===== config.mk =====
export PLATFORM = sky130hd
export DESIGN_NAME = mem_port_arbiter
export DESIGN_NICKNAME = d
export VERILOG_FILES = /design/src/rtl/mem_arb_pkg.sv /design/src/rtl/mem_arb_id_fifo.sv /design/src/rtl/mem_port_arbiter.sv
export SDC_FILE = /design/constraint.sdc
export NUM_CORES = 1
export LEC_CHECK = 0
export ABC_CLOCK_PERIOD_IN_PS = 2400
export BUFFER_PORTS_ARGS = -buffer_cell sky130_fd_sc_hd__buf_2
export CAP_MARGIN = 5
export CORE_AREA = 2 2 163 165
export DETAILED_ROUTE_END_ITERATION = 7
export DIE_AREA = 0 0 165 167
export GPL_TIMING_DRIVEN = 1
export PLACE_DENSITY_LB_ADDON = 0.3
export SLEW_MARGIN = 20
export SYNTH_ARGS = -nofsm -noshare
export SYNTH_HDL_FRONTEND = slang
export SYNTH_SLANG_ARGS = --single-unit

===== constraint.sdc =====
create_clock -name clk_i -period 2.4 [get_ports clk_i]
set_input_delay 0.12 -clock clk_i [delete_from_list [all_inputs] [get_ports clk_i]]
set_output_delay 0.12 -clock clk_i [all_outputs]
set_load 0.005 [all_outputs]

===== src/rtl/mem_arb_pkg.sv =====
// Shared types and constants for the two-requester memory port arbiter.
// Contents:
//   REQ_ADDR_WIDTH, REQ_DATA_WIDTH, MEM_OP_SIZE - operation field widths
//   mem_op_t    - packed {byte_en, addr, data} operation / response word
//   client_id_t - requester identifier (0 or 1)
//   op_is_read  - true when an operation carries no byte enables
package mem_arb_pkg;

    localparam int unsigned REQ_ADDR_WIDTH = 32;
    localparam int unsigned REQ_DATA_WIDTH = 32;
    localparam int unsigned MEM_OP_SIZE    = 68;

    typedef struct packed {
        logic [3:0]                byte_en;
        logic [REQ_ADDR_WIDTH-1:0] addr;
        logic [REQ_DATA_WIDTH-1:0] data;
    } mem_op_t;

    typedef logic client_id_t;

    function automatic logic op_is_read(input mem_op_t op);
        return op.byte_en == 4'b0000;
    endfunction

endpackage


===== src/rtl/mem_arb_id_fifo.sv =====
// Owner-ID FIFO: records which requester issued each accepted memory op so
// responses can be routed back in issue order.
// Ports:
//   clk_i, rst_i       - clock, synchronous active-high reset
//   push_i, push_id_i  - enqueue an owner ID
//   pop_i              - dequeue the head entry
//   head_o             - owner ID at the head
//   full_o, empty_o    - occupancy flags
//   count_o            - current occupancy
// Push and pop in the same cycle are legal at any occupancy, including full.
module mem_arb_id_fifo
    import mem_arb_pkg::*;
#(
    parameter int unsigned Depth = 2,
    localparam int unsigned CntW = $clog2(Depth + 1),
    localparam int unsigned PtrW = (Depth > 1) ? $clog2(Depth) : 1
) (
    input  logic            clk_i,
    input  logic            rst_i,
    input  logic            push_i,
    input  client_id_t      push_id_i,
    input  logic            pop_i,
    output client_id_t      head_o,
    output logic            full_o,
    output logic            empty_o,
    output logic [CntW-1:0] count_o
);

    localparam logic [PtrW-1:0] LastPtr = PtrW'(Depth - 1);
    localparam logic [CntW-1:0] FullCnt = CntW'(Depth);

    logic [Depth-1:0] mem_q, mem_d;
    logic [PtrW-1:0]  wr_ptr_q, wr_ptr_d;
    logic [PtrW-1:0]  rd_ptr_q, rd_ptr_d;
    logic [CntW-1:0]  cnt_q, cnt_d;

    assign head_o  = mem_q[rd_ptr_q];
    assign full_o  = (cnt_q == FullCnt);
    assign empty_o = (cnt_q == '0);
    assign count_o = cnt_q;

    // Pointers wrap modulo Depth; the separate counter disambiguates full/empty.
    always_comb begin
        mem_d    = mem_q;
        wr_ptr_d = wr_ptr_q;
        rd_ptr_d = rd_ptr_q;
        cnt_d    = cnt_q;
        if (push_i) begin
            mem_d[wr_ptr_q] = push_id_i;
            wr_ptr_d        = (wr_ptr_q == LastPtr) ? '0 : wr_ptr_q + 1'b1;
        end
        if (pop_i) begin
            rd_ptr_d = (rd_ptr_q == LastPtr) ? '0 : rd_ptr_q + 1'b1;
        end
        case ({push_i, pop_i})
            2'b10:   cnt_d = cnt_q + 1'b1;
            2'b01:   cnt_d = cnt_q - 1'b1;
            default: cnt_d = cnt_q;
        endcase
    end

    always_ff @(posedge clk_i) begin
        if (rst_i) begin
            mem_q    <= '0;
            wr_ptr_q <= '0;
            rd_ptr_q <= '0;
            cnt_q    <= '0;
        end else begin
            mem_q    <= mem_d;
            wr_ptr_q <= wr_ptr_d;
            rd_ptr_q <= rd_ptr_d;
            cnt_q    <= cnt_d;
        end
    end

`ifndef SYNTHESIS
    // The arbiter never pops an empty FIFO or overfills it.
    always_ff @(posedge clk_i) begin
        if (!rst_i) begin
            assert (!(pop_i && empty_o));
            assert (!(push_i && full_o && !pop_i));
        end
    end
`endif

endmodule


===== src/rtl/mem_port_arbiter.sv =====
// Arbitrates two requesters onto one BRAM read/write port and routes
// responses back to their owner in issue order via an owner-ID FIFO.
// Ports:
//   clk_i, rst_i                  - clock, synchronous active-high reset
//                                   (drive the BRAM RST_N from !rst_i)
//   req_valid{0,1}_i, req{0,1}_i  - requester op channels
//   req_ready{0,1}_o              - op accepted when high with valid
//   rsp_valid{0,1}_o, rsp{0,1}_o  - response channels (data shared)
//   rsp_ready{0,1}_i              - requester takes the response
//   mem_put_*                     - op channel to the memory
//   mem_get_*                     - response channel from the memory
//   outstanding_o                 - accepted ops awaiting a response
// Configuration macro:
//   MEM_ARB_FIXED_PRIO_EN - requester 0 always wins ties (no round-robin
//                           state); requester 1 can starve.
module mem_port_arbiter
    import mem_arb_pkg::*;
#(
    parameter int unsigned MAX_OUTSTANDING = 2
) (
    input  logic                                   clk_i,
    input  logic                                   rst_i,
    input  logic                                   req_valid0_i,
    input  mem_op_t                                req0_i,
    output logic                                   req_ready0_o,
    input  logic                                   req_valid1_i,
    input  mem_op_t                                req1_i,
    output logic                                   req_ready1_o,
    output logic                                   rsp_valid0_o,
    output mem_op_t                                rsp0_o,
    input  logic                                   rsp_ready0_i,
    output logic                                   rsp_valid1_o,
    output mem_op_t                                rsp1_o,
    input  logic                                   rsp_ready1_i,
    output logic                                   mem_put_valid_o,
    output mem_op_t                                mem_put_request_o,
    input  logic                                   mem_put_ready_i,
    output logic                                   mem_get_valid_o,
    input  mem_op_t                                mem_get_response_i,
    input  logic                                   mem_get_ready_i,
    output logic [$clog2(MAX_OUTSTANDING+1)-1:0]   outstanding_o
);

    client_id_t grant;
    client_id_t owner;
    logic       fifo_full;
    logic       fifo_empty;
    logic       fifo_pop;
    logic       put_fire;
    logic       can_issue_base;
    logic       rsp_present;

    // ---------------------------------------------------------------------
    // Grant selection. Independent of mem_put_ready_i so the request mux is
    // stable while the memory decides whether to accept.
    // ---------------------------------------------------------------------
`ifdef MEM_ARB_FIXED_PRIO_EN
    always_comb begin
        grant = client_id_t'(!req_valid0_i && req_valid1_i);
    end
`else
    client_id_t last_grant_q, last_grant_d;

    always_comb begin
        if (req_valid0_i && req_valid1_i) begin
            grant = ~last_grant_q;
        end else begin
            grant = client_id_t'(req_valid1_i);
        end
    end

    always_comb begin
        last_grant_d = last_grant_q;
        if (put_fire) begin
            last_grant_d = grant;
        end
    end

    // Reset to 1 so requester 0 wins the first tie.
    always_ff @(posedge clk_i) begin
        if (rst_i) begin
            last_grant_q <= 1'b1;
        end else begin
            last_grant_q <= last_grant_d;
        end
    end
`endif

    // ---------------------------------------------------------------------
    // Issue side. A pop in the same cycle frees a slot, so a full FIFO can
    // still accept when its head response is being consumed.
    // ---------------------------------------------------------------------
    assign can_issue_base    = !rst_i && (!fifo_full || fifo_pop);
    assign mem_put_valid_o   = can_issue_base && (req_valid0_i || req_valid1_i);
    assign mem_put_request_o = grant ? req1_i : req0_i;
    assign req_ready0_o      = mem_put_ready_i && can_issue_base && (grant == 1'b0);
    assign req_ready1_o      = mem_put_ready_i && can_issue_base && (grant == 1'b1);
    assign put_fire          = mem_put_valid_o && mem_put_ready_i;

    // ---------------------------------------------------------------------
    // Response side. Gated by reset so nothing leaks out of a FIFO that is
    // being cleared this cycle.
    // ---------------------------------------------------------------------
    assign rsp_present     = !rst_i && !fifo_empty;
    assign rsp_valid0_o    = mem_get_ready_i && rsp_present && (owner == 1'b0);
    assign rsp_valid1_o    = mem_get_ready_i && rsp_present && (owner == 1'b1);
    assign rsp0_o          = mem_get_response_i;
    assign rsp1_o          = mem_get_response_i;
    assign mem_get_valid_o = rsp_present && (owner ? rsp_ready1_i : rsp_ready0_i);
    assign fifo_pop        = mem_get_valid_o && mem_get_ready_i;

    mem_arb_id_fifo #(
        .Depth(MAX_OUTSTANDING)
    ) u_id_fifo (
        .clk_i    (clk_i),
        .rst_i    (rst_i),
        .push_i   (put_fire),
        .push_id_i(grant),
        .pop_i    (fifo_pop),
        .head_o   (owner),
        .full_o   (fifo_full),
        .empty_o  (fifo_empty),
        .count_o  (outstanding_o)
    );

endmodule


# --- Yosys cells after proc, flatten, opt, wreduce, memory -nomap -nowiden ---
# Index checks and enable logic that the tools add are counted.
op_classes:
  mux: 11
  bitwise: 3
  add_sub_neg: 4
  n_reduce_logical: 21
  n_lt_le_gt_ge: 3
  n_eq_ne: 3
ops:
  columns: ["operator", "count"]
  rows:
  - ["$mux 68", 1]
  - ["$logic_and 1x1->1", 14]
  - ["$mux 1", 7]
  - ["$eq 2x2->1 const B", 2]
  - ["$lt 1x2->1 const B", 2]
  - ["$pmux 2 s2", 1]
  - ["$logic_not 1->1", 3]
  - ["$not 1->1", 3]
  - ["$add 1x1->1 const B", 2]
  - ["$add 2x1->2 const B", 1]
  - ["$bwmux 2", 1]
  - ["$eq 2x1->1 const B", 1]
  - ["$logic_not 2->1", 1]
  - ["$logic_or 1x1->1", 2]
  - ["$reduce_bool 2->1", 1]
  - ["$sub 2x1->2 const B", 1]
  - ["$demux 1 s1", 1]
  - ["$ge 1x1->1 const B", 1]
totals:
  wordCells: 50
  regBits: 7
  out_inout_bits: 212

# --- Longest topological paths before layout ---
# Gate-level depths: netlist (run 1).
depth:
  word_depth: 11
  ltp_mapped: 9
  ltp_nobuf: 8

# --- Modules after synthesis ---
# From an unflattened synthesis (run 1), not the netlist that was laid out.
hier_totals:
  cells_unflattened: 264
  hier_area_um2: 2616.3
modules_own_cells:
  columns: ["module", "cells_per_inst", "area_per_inst_um2", "instances", "seq_area_each_um2"]
  rows:
  - ["mem_port_arbiter", 236, 2358.5, 1, 20.0]
  - ["mem_arb_id_fifo", 28, 257.7, 1, 120.1]

# --- Worst setup path after synthesis (run 1) ---
# Ideal clock, no wire load.
synth_path:
  path_kind: "register to register"
  startpoint: "reg u_id_fifo.rd_ptr_q"
  endpoint: "reg u_id_fifo.cnt_q[1] (netlist: u_id_fifo.count_o[1])"
  path_buffers: 0
  setup_ns: 0.071
  path_slack_ns: 0.389
  t_required_ns: 2.329
  period_less_slack_ns: 2.011
  path_stages_with_launch: 8
  arrival_ns: 1.940
  path_cell_list: "dfxtp_1 > mux2i_1 > mux2i_1 > o21ai_2 > nand4_1 > ha_1 > or3_1 > a21oi_1"
synth_via:
  elab_chain_len: 11
synth_rtl:
  columns: ["item", "line_no", "rtl"]
  rows:
  - ["from (decl)", "mem_arb_id_fifo.sv:34", "logic [PtrW-1:0] rd_ptr_q, rd_ptr_d;"]
  - ["from (signal assigned)", "mem_arb_id_fifo.sv:71", "rd_ptr_q <= rd_ptr_d;"]
  - ["$mux 1 (not written as such) * (2 in a row)", "mem_arb_id_fifo.sv:37", "assign head_o = mem_q[rd_ptr_q];"]
  - ["$mux 1 *", "mem_port_arbiter.sv:109", "assign mem_get_valid_o = rsp_present && (owner ? rsp_ready1_i : rsp_ready0_i);"]
  - ["$logic_and 1x1->1 *", "mem_port_arbiter.sv:109", null]
  - ["$logic_and 1x1->1 *", "mem_port_arbiter.sv:110", "assign fifo_pop = mem_get_valid_o && mem_get_ready_i;"]
  - ["$logic_or 1x1->1", "mem_port_arbiter.sv:93", "assign can_issue_base = !rst_i && (!fifo_full || fifo_pop);"]
  - ["$logic_and 1x1->1", "mem_port_arbiter.sv:93", null]
  - ["$logic_and 1x1->1", "mem_port_arbiter.sv:94", "assign mem_put_valid_o = can_issue_base && (req_valid0_i || req_valid1_i);"]
  - ["$logic_and 1x1->1", "mem_port_arbiter.sv:98", "assign put_fire = mem_put_valid_o && mem_put_ready_i;"]
  - ["$eq 2x1->1 / $eq 2x2->1 (equally long branches)", "mem_arb_id_fifo.sv:55", "case ({push_i, pop_i})"]
  - ["$pmux 2 s2 / $reduce_bool 2->1 (equally long branches)", null, null]
  - ["to (signal assigned)", "mem_arb_id_fifo.sv:72", "cnt_q <= cnt_d;"]
  - ["to (decl)", "mem_arb_id_fifo.sv:35", "logic [CntW-1:0] cnt_q, cnt_d;"]
# Mark *: on every way between the ends. The rest lies on a longest branch, timed or not. The select of a mux whose other input is x is not followed.
# A chain may end at the register's enable or synchronous reset.

# --- Final worst setup path (run 1) ---
# Ends and elaborated chain as after synthesis.

==> results of run 1 <==
## logic make-up (layout without fill, tap and decap cells)
kind of cell | after synthesis | after routing
AOI/OAI and AO/OA | 10 | 10
xor gates and xnor gates | 3 | 3
adders and majority gates | 1 | 1
buffers and inverters | 147 | 228
DFF | 7 | 7
muxes | 72 | 72
and+or+nand+nor | 22 | 22
## power by group
| part | switching, W | internal (W) |
|---|---|---|
| registers | 0.00000774 | 0.000124 |
| logic | 0.000167 | 0.000234 |
| clock network | 0.0000621 | 0.000221 |
## placed cells by master, fill, tap and decap left out
cell / count
a21o_1: 1
xnor2_1: 2
xor2_1: 1
nor3_1: 2
clkbuf_1: 1
nor2_1: 6
inv_1: 2
clkbuf_16: 3
nand4_1: 3
or3_1: 1
nor3b_1: 1
mux2i_1: 4
o21ai_0: 1
buf_4: 2
o211ai_1: 1
a21boi_4: 1
a211oi_1: 1
nand4_2: 1
a21oi_1: 2
a31o_1: 2
ha_1: 1
nand2_1: 5
inv_2: 1
nor2b_1: 2
o21ai_2: 1
buf_2: 219
mux2_1: 68
dfxtp_1: 7
nand2b_1: 1
## cell usage after synthesis (all sizes together)
library cell and count:
dfxtp 7, mux2i 4, o211ai 1, a21boi 1
a21oi 2, o21ai 2, buf 143, nor3b 1
a31o 2, nand4 4, or3 1, a211oi 1
mux2 68, nand2b 1, nor3 2, nand2 5
inv 3, ha 1, nor2 6, nor2b 2
xnor2 2, xor2 1, clkbuf 1, a21o 1
## path summary, 6_finish.rpt
path | start | to | slack, ns | cells after the start
max reg2reg | u_id_fifo.rd_ptr_q | u_id_fifo.count_o[1] | 0.21 | 7
min reg2reg | u_id_fifo.mem_q[0] | u_id_fifo.mem_q[0] | 0.46 | 2
min | rst_i | u_id_fifo.count_o[1] | 0.19 | 2
max | u_id_fifo.rd_ptr_q | u_id_fifo.count_o[1] | 0.21 | 7
## state kept, by name, summed over array words and instances (netlist names)
register,flops
u_id_fifo.count_o,2
u_id_fifo.mem_q,2
last_grant_q,1
u_id_fifo.rd_ptr_q,1
u_id_fifo.wr_ptr_q,1
## worst max-delay path: stages, from the launching register on
cell     delay (ns)
dfxtp_1        0.35
mux2i_1        0.31
mux2i_1        0.20
o21ai_2        0.32
nand4_1        0.14
ha_1           0.33
or3_1          0.35
a21oi_1        0.13
## through the flow
stage | hold slack, ns | power, W | util, %
3_3_place_gp | 0.240 | 0.000542 | 10.6
4_1_cts | 0.191 | 0.000834 | 10.9
2_1_floorplan | 0.302 | 0.000484 | -
3_5_place_dp | 0.240 | 0.000540 | 10.6
6_report | 0.195 | 0.000816 | 10.9
5_1_grt | 0.229 | 0.000885 | 10.9
## final cells by class
| class | count | area (sq um) |
|---|---|---|
| inverters | 3 | 11.3 |
| fillers | 2998 | 23000 |
| clock buffers | 4 | 78.8 |
| multi-input cells | 108 | 1040 |
| flip-flops and latches | 7 | 140 |
| repair buffers | 221 | 1110 |
| well taps | 335 | 419 |
## per-layer routing
metal  GRT usage [%]  wire, um  vias up
met5            1.64        58        -
met4           0.681        51        2
met3            2.39      1220       16
met2            8.15      3390      215
met1            4.15      2450      800
li1                -         -      901
## repair_timing
| action | in CTS | in global routing |
|---|---|---|
| setup endpoints to repair | 0 | 1 |
| buffers inserted | 0 | 0 |
| resized for setup | 0 | 0 |
==> flow_summary_export.csv, run 1 <==
group,metric,value,unit
synth,ys_types,28,
global_routing,gr-total-overflow,0,
sta,fmax,456,MHz
global_routing,grt_max_degree,39,
die,pin_count,424,
power_and_ir_drop,irDropWorstVdd,0.299,mV
die,rows,59,
synth,synth_nets,475,
synth,yosys-top-cells-area,"buf_4 (46%), mux2_1 (34%), dfxtp_1 (6.3%)",
layout,layout.cells.non_filler,678,
global_routing,grt_pass1_vias,1847,
routing,drt_iter0_markers,30,
clock_tree,cts-hold-fix-buffers,0,
clock_tree,clk_path_buf_depth,2,
synth,synthSimpleGateAreaFrac,5.13,%
die,dieArea,27600,sq um
clock_tree,clk_latency,0.23,ns
synth,synthXorXnorAreaFrac,1.17,%
sta,slew_headroom,66.0,%
sta,finalSetupTns,0,ns
routing,drtPass1Iterations,4,
critical_path,worst-endpoint-arrival,2.36,ns
die,fp.dieW,165,um
synth,synth.area.mux_share,35.9,%
run,drv_cap,0,
synth,synth_top_family_by_area,"buffers and inverters",
layout,drive_above_1_share,66.5,%
layout,layout.nets,557,
sta,tightest_slew,0.511,ns
synth,syn_inst,262,
clock_tree,cts_tree,"done",
synth,synth_top_area_share,45.5,%
layout,diodes,0,
synth,synth.cell_area,2240,sq um
routing,drc_errors,0,
min_path,worstHoldPathType,"in2reg",
synth,synth-compound-area-share,3.18,%
routing,routed_wl,7.17,mm
sta,slew_viol_final,0,
outcome,status,"finished, final reports clean",
routing,vias,1934,
placed_design,placed_cell_area,2720,sq um
sta,finalHoldViolCount,0,
sta,setup_slack,0.208,ns
synth,synth_top_cell_by_area,"buf_4",
synth,syn_area_per_cell,8.56,sq um
critical_path,cp-start-kind,"flop",
clock_tree,cts_root_buf,"clkbuf_16",
sta,fin_skew,0.00189,ns
routing,avgViaCountPerCell,2.85,
global_routing,grt_use_total,4.38,%
sta,finalCritPeriodShare,91.3,%
clock_tree,clk_pin_slew_worst_paths,0.04,ns
global_routing,grt_antenna_before_repair,0,
placed_design,place_congestion,0.632,
critical_path,worstPathMaxFanout,7,
placed_design,port_buffers,219,
critical_path,crit_required,2.56,ns
die,initial_core_util,8.70,%
layout,area_growth_syn_to_layout,25.0,%
sta,setup_viol,0,
power_and_ir_drop,power_density,291,nW/um^2
global_routing,grt_pass1_wl,9.29,mm
placed_design,dpl_worst_slack,0.176,ns
die,die-height,167,um
synth,ys_seq_elements,7,
clock_tree,cts_num_sinks,7,
synth,synth_adder_area_share,0.558,%
placed_design,dp.cells,674,
routing,postRouteAntennaNets,0,
sta,timing.final.crit_period,2.19,ns
critical_path,critical_path_class,"reg2reg",
synth,yosys_warnings,0,
clock_tree,cts_buffers,3,
sta,grt_setup_unrepaired,"false",
clock_tree,h-tree-depth,1,
routing,detail_route.wl_per_cell,10.6,um
synth,yosysSeqAreaShare,6.25,%
die,core,25800,sq um
critical_path,endpoint_kind,"flop",
placed_design,dp_hpwl,6.35,mm
power_and_ir_drop,p_leak,1.35,nW
layout,fin_area,2800,sq um
Power figures use the tool's default switching activity.
==> run 2: changes to the inputs <==
--- a/config.mk
+++ b/config.mk
@@ -13,6 +13,7 @@
 export DIE_AREA = 0 0 165 167
 export GPL_TIMING_DRIVEN = 1
 export PLACE_DENSITY_LB_ADDON = 0.3
+export REMOVE_ABC_BUFFERS = 1
 export SLEW_MARGIN = 20
 export SYNTH_ARGS = -nofsm -noshare
 export SYNTH_HDL_FRONTEND = slang
==> flow_summary_export.csv, run 2 (same netlist as run 1, synthesis figures left out) <==
group,metric,value,unit
outcome,status,"finished, final reports clean",
clock_tree,cts_buffers,3,
routing,detail_route.wl_per_cell,31.6,um
critical_path,worst-endpoint-arrival,2.32,ns
layout,drive_above_1_share,66.6,%
sta,setup_viol,0,
global_routing,gr-total-overflow,0,
routing,drc_errors,0,
critical_path,endpoint_kind,"flop",
clock_tree,cts_tree,"done",
die,core,25800,sq um
run,drv_cap,0,
placed_design,place_congestion,0.897,
global_routing,grt_busiest_layer,"met2",
global_routing,grt_antenna_before_repair,0,
power_and_ir_drop,irDropWorstVdd,0.136,mV
min_path,worstHoldPathType,"in2reg",
layout,layout.cells.non_filler,679,
clock_tree,h-tree-depth,1,
global_routing,grt_use_met3,22.4,%
die,fp.dieW,165,um
clock_tree,clk_pin_slew_worst_paths,0.04,ns
global_routing,grt_max_degree,48,
layout,layout_commonest_cell,"buf_2",
routing,drt_iter0_markers,124,
die,rows,59,
die,dieArea,27600,sq um
critical_path,cp-start-kind,"flop",
sta,fin_skew,0.00212,ns
layout,seqCellArea,140,sq um
critical_path,cp_common_cell,"mux2i_1",
clock_tree,ctsResizeCount,0,
sta,slew_viol_final,0,
critical_path,max_stage_delay,0.42,ns
critical_path,worstPathMaxFanout,4,
clock_tree,clk_path_buf_depth,2,
routing,postRouteAntennaNets,0,
sta,slew_headroom,74.1,%
critical_path,cp_slowest_cell,"mux2i_1",
routing,avgViaCountPerCell,3.37,
clock_tree,clk_latency,0.23,ns
critical_path,crit_chain,"mux2i_1 > mux2i_1 > nor2_1 > ha_1 > or3_1 > a21oi_1",
global_routing,use_met2,22.6,%
layout,layout_common_cells,"buf_2 (219), mux2_1 (68), dfxtp_1 (7), nor2_1 (6), nand2_1 (5)",
global_routing,grt_pass1_vias,2156,
clock_tree,cts_num_sinks,7,
global_routing,grtUsageMet1,7.72,%
die,pin_count,424,
clock_tree,cts-hold-fix-buffers,0,
routing,routed_wl,21.4,mm
die,initial_core_util,8.70,%
sta,fmax,465,MHz
critical_path,critical_path_class,"reg2reg",
power_and_ir_drop,power_density,295,nW/um^2
layout,fin_area,2820,sq um
clock_tree,cts_setup_buffers,0,
routing,drtPass1Iterations,4,
die,die-height,167,um
layout,area_growth_syn_to_layout,25.9,%
sta,timing.final.crit_period,2.15,ns
sta,fin_hold_ws,0.219,ns
critical_path,crit_required,2.57,ns
layout,layout.nets,558,
placed_design,placed_cell_area,2740,sq um
placed_design,dp_hpwl,19.7,mm
layout,utilization,11.0,%
global_routing,grt_pass1_wl,24.8,mm
placed_design,port_buffers,219,
global_routing,grt_use_total,14.5,%
routing,vias,2291,
layout,diodes,0,
sta,tightest_slew,0.378,ns
sta,finalHoldViolCount,0,
layout,multiInputGateArea,1040,sq um
sta,grt_setup_unrepaired,"false",
sta,finalCritPeriodShare,89.7,%
clock_tree,cts_root_buf,"clkbuf_16",
layout,n_fill_cell,2992,
placed_design,dp.cells,675,
power_and_ir_drop,p_leak,1.36,nW
[run 2: worst paths after layout]
| check | from | to | slack (ns) | depth (start not counted) |
|---|---|---|---|---|
| worst max-delay path | u_id_fifo.rd_ptr_q | u_id_fifo.count_o[1] | 0.25 | 6 |
| worst min-delay path | rst_i | u_id_fifo.count_o[0] | 0.22 | 2 |
| worst max register to register | u_id_fifo.rd_ptr_q | u_id_fifo.count_o[1] | 0.25 | 6 |
| worst min register to register | u_id_fifo.mem_q[1] | u_id_fifo.mem_q[1] | 0.46 | 2 |
[run 2: through the flow]
| step | setup slack (ns) | setup TNS (ns) | power, W |
|---|---|---|---|
| after global routing | 0.0769 | 0 | 0.000882 |
| after detailed placement | 0.245 | 0 | 0.000550 |
| after CTS | 0.236 | 0 | 0.000843 |
| after floorplan | -1.83 | -131.44 | 0.000300 |
| final | 0.247 | 0 | 0.000832 |
| after global placement | 0.299 | 0 | 0.000552 |
[run 2: layout make-up]
class / count / share of cell area [%]
Tap cell: 335 / 14.8
Sequential cell: 7 / 4.96
Multi-Input combinational cell: 108 / 36.9
Inverter: 3 / 0.399
Timing Repair Buffer: 222 / 40.1
Clock buffer: 4 / 2.79
[run 2: routing by layer]
layer | vias to the layer above | part of all wire (%)
met5 | - | 0.94
met4 | 4 | 3.3
met3 | 26 | 34
met2 | 441 | 43
met1 | 917 | 19
li1 | 903 | -
[run 2: critical path, delay by kind of cell, from the launching register on]
kind | cells | cell delay (ns)
mux | 2 | 0.75
simple gates | 2 | 0.49
flops | 1 | 0.35
fa+ha+maj | 1 | 0.36
compound gates | 1 | 0.13
[run 2: power breakdown]
part	total, W	internal (W)	switching [W]
combinational	0.000412	0.000238	0.000173
sequential	0.000132	0.000124	0.00000756
clock	0.000289	0.000221	0.0000675
==> run 3: changes to the inputs <==
--- a/config.mk
+++ b/config.mk
@@ -8,9 +8,11 @@
 export ABC_CLOCK_PERIOD_IN_PS = 2400
 export BUFFER_PORTS_ARGS = -buffer_cell sky130_fd_sc_hd__buf_2
 export CAP_MARGIN = 5
-export CORE_AREA = 2 2 163 165
+export CELL_PAD_IN_SITES_DETAIL_PLACEMENT = 0
+export CELL_PAD_IN_SITES_GLOBAL_PLACEMENT = 2
+export CORE_AREA = 2 2 167 169
 export DETAILED_ROUTE_END_ITERATION = 7
-export DIE_AREA = 0 0 165 167
+export DIE_AREA = 0 0 169 171
 export GPL_TIMING_DRIVEN = 1
 export PLACE_DENSITY_LB_ADDON = 0.3
 export REMOVE_ABC_BUFFERS = 1
==> flow_summary_export.csv, run 3 (same netlist as run 1, synthesis figures left out) <==
group,metric,value,unit
outcome,status,"finished, final reports clean",
critical_path,cp-start-kind,"flop",
die,pin_count,424,
layout,fin_area,2850,sq um
layout,drive_above_1_share,66.8,%
die,rows,61,
critical_path,rr_worst_depth,6,
die,fp.dieW,169,um
global_routing,grt_antenna_before_repair,0,
critical_path,reg2reg_slack,0.27,ns
clock_tree,ctsResizeCount,0,
die,die-height,171,um
clock_tree,cts_setup_buffers,0,
min_path,hp-start,"rst_i",
power_and_ir_drop,irDropWorstVdd,0.152,mV
clock_tree,cts_tree,"done",
clock_tree,clk_path_buf_depth,2,
clock_tree,cts_buffers,3,
die,initial_core_util,8.21,%
clock_tree,cts-hold-fix-buffers,0,
routing,route.met2.wl,12.3,mm
die,dieArea,28900,sq um
sta,finalHoldViolCount,0,
layout,layout.cells.non_filler,692,
clock_tree,cts_root_buf,"clkbuf_16",
sta,finalCritPeriodShare,88.7,%
placed_design,port_buffers,219,
sta,grt_setup_unrepaired,"false",
sta,fin_skew,0.000633,ns
sta,fmax,470,MHz
global_routing,grt_pass1_vias,2129,
routing,drt_iter0_markers,52,
sta,fin_hold_ws,0.213,ns
routing,detail_route.wl_per_cell,33.8,um
routing,vias,2167,
clock_tree,clk_pin_slew_worst_paths,0.04,ns
global_routing,gr-total-overflow,0,
routing,postRouteAntennaNets,0,
routing,dr_wl_met3,7.29,mm
power_and_ir_drop,power,0.000828,W
critical_path,max_stage_delay,0.40,ns
sta,slew_headroom,67.3,%
critical_path,crit_family,"multiplexers",
clock_tree,clk_latency,0.23,ns
power_and_ir_drop,power_density,290,nW/um^2
layout,n_fill_cell,3217,
critical_path,worst-endpoint-arrival,2.29,ns
global_routing,grt_pass1_wl,27.3,mm
critical_path,cp_slowest_cell,"mux2i_1",
layout,area_growth_syn_to_layout,27.2,%
min_path,worstHoldPathType,"in2reg",
routing,m1WireLength,2.57,mm
critical_path,cp_num_buf_inv,0,
sta,setup_viol,0,
placed_design,placed_cell_area,2770,sq um
layout,diodes,0,
layout,layout_commonest_cell,"buf_2",
routing,avgViaCountPerCell,3.13,
critical_path,worstPathMaxFanout,4,
critical_path,critical_path_class,"reg2reg",
placed_design,dp.cells,688,
critical_path,rr_startpoint,"u_id_fifo.rd_ptr_q",
critical_path,r2r_end,"u_id_fifo.count_o[1]",
critical_path,cp_common_cell,"mux2i_1",
global_routing,grt_max_degree,44,
min_path,worstHoldEndpoint,"u_id_fifo.rd_ptr_q",
power_and_ir_drop,p_leak,1.37,nW
placed_design,place_congestion,0.823,
layout,layout_common_cells,"buf_2 (219), mux2_1 (68), dfxtp_1 (7), nor2_1 (6), nand2_1 (5)",
sta,finalSetupTns,0,ns
die,core,27300,sq um
global_routing,grt_use_total,15.3,%
critical_path,crit_chain,"mux2i_1 > mux2i_1 > nor2_1 > ha_1 > or3_1 > a21oi_1",
routing,drc_errors,0,
sta,tightest_slew,0.489,ns
clock_tree,h-tree-depth,1,
routing,top_layer,"met4",
routing,routed_wl,23.4,mm
min_path,min_path_cells,2,
placed_design,dp_hpwl,21.5,mm
sta,timing.final.crit_period,2.13,ns
layout,layout.nets,560,
critical_path,endpoint_kind,"flop",
routing,drtPass1Iterations,4,
sta,slew_viol_final,0,
clock_tree,cts_num_sinks,7,
critical_path,crit_required,2.56,ns
run,drv_cap,0,
run 3: cell count changes in the layout (fill, tap and decap cells not counted):
cell	before	now
buf_4	2	4
run 3: area by class of cell:
cell class	instances	area, sq um	share of cell area (%)
inverter	3	11.3	0.395
timing repair buffer	224	1150	40.2
sequential	7	140	4.91
multi-input combinational	108	1040	36.6
tap	346	433	15.2
clock buffer	4	78.8	2.76
run 3: worst max-delay path by stage:
stage	from	to	slack (ns)	cells after the start
3_3_place_gp	u_id_fifo.rd_ptr_q	u_id_fifo.count_o[1]	0.28	6
4_1_cts	u_id_fifo.rd_ptr_q	u_id_fifo.count_o[1]	0.24	6
6_report	u_id_fifo.rd_ptr_q	u_id_fifo.count_o[1]	0.27	6
3_5_place_dp	u_id_fifo.rd_ptr_q	u_id_fifo.count_o[1]	0.26	6
5_1_grt	u_id_fifo.rd_ptr_q	u_id_fifo.count_o[1]	0.13	6
2_1_floorplan	last_grant_q	mem_put_request_o[0]	-1.83	2
run 3: power breakdown:
part	switching, W	internal [W]
registers	0.00000737	0.000124
logic	0.000171	0.000241
clock network	0.0000640	0.000221
total	0.000242	0.000586
run 3: through the flow:
step / util (%) / setup slack [ns]
final: 10.4 / 0.271
after global routing: 10.4 / 0.126
after CTS: 10.4 / 0.241
after detailed placement: 10.1 / 0.264
after global placement: 10.1 / 0.278
after floorplan: - / -1.83
run 3: metal layers:
metal	vias up	global-route usage (%)
li1	907	-
met1	875	4.53
met2	347	29.8
met3	38	21.2
met4	0	7.32
met5	-	0.696
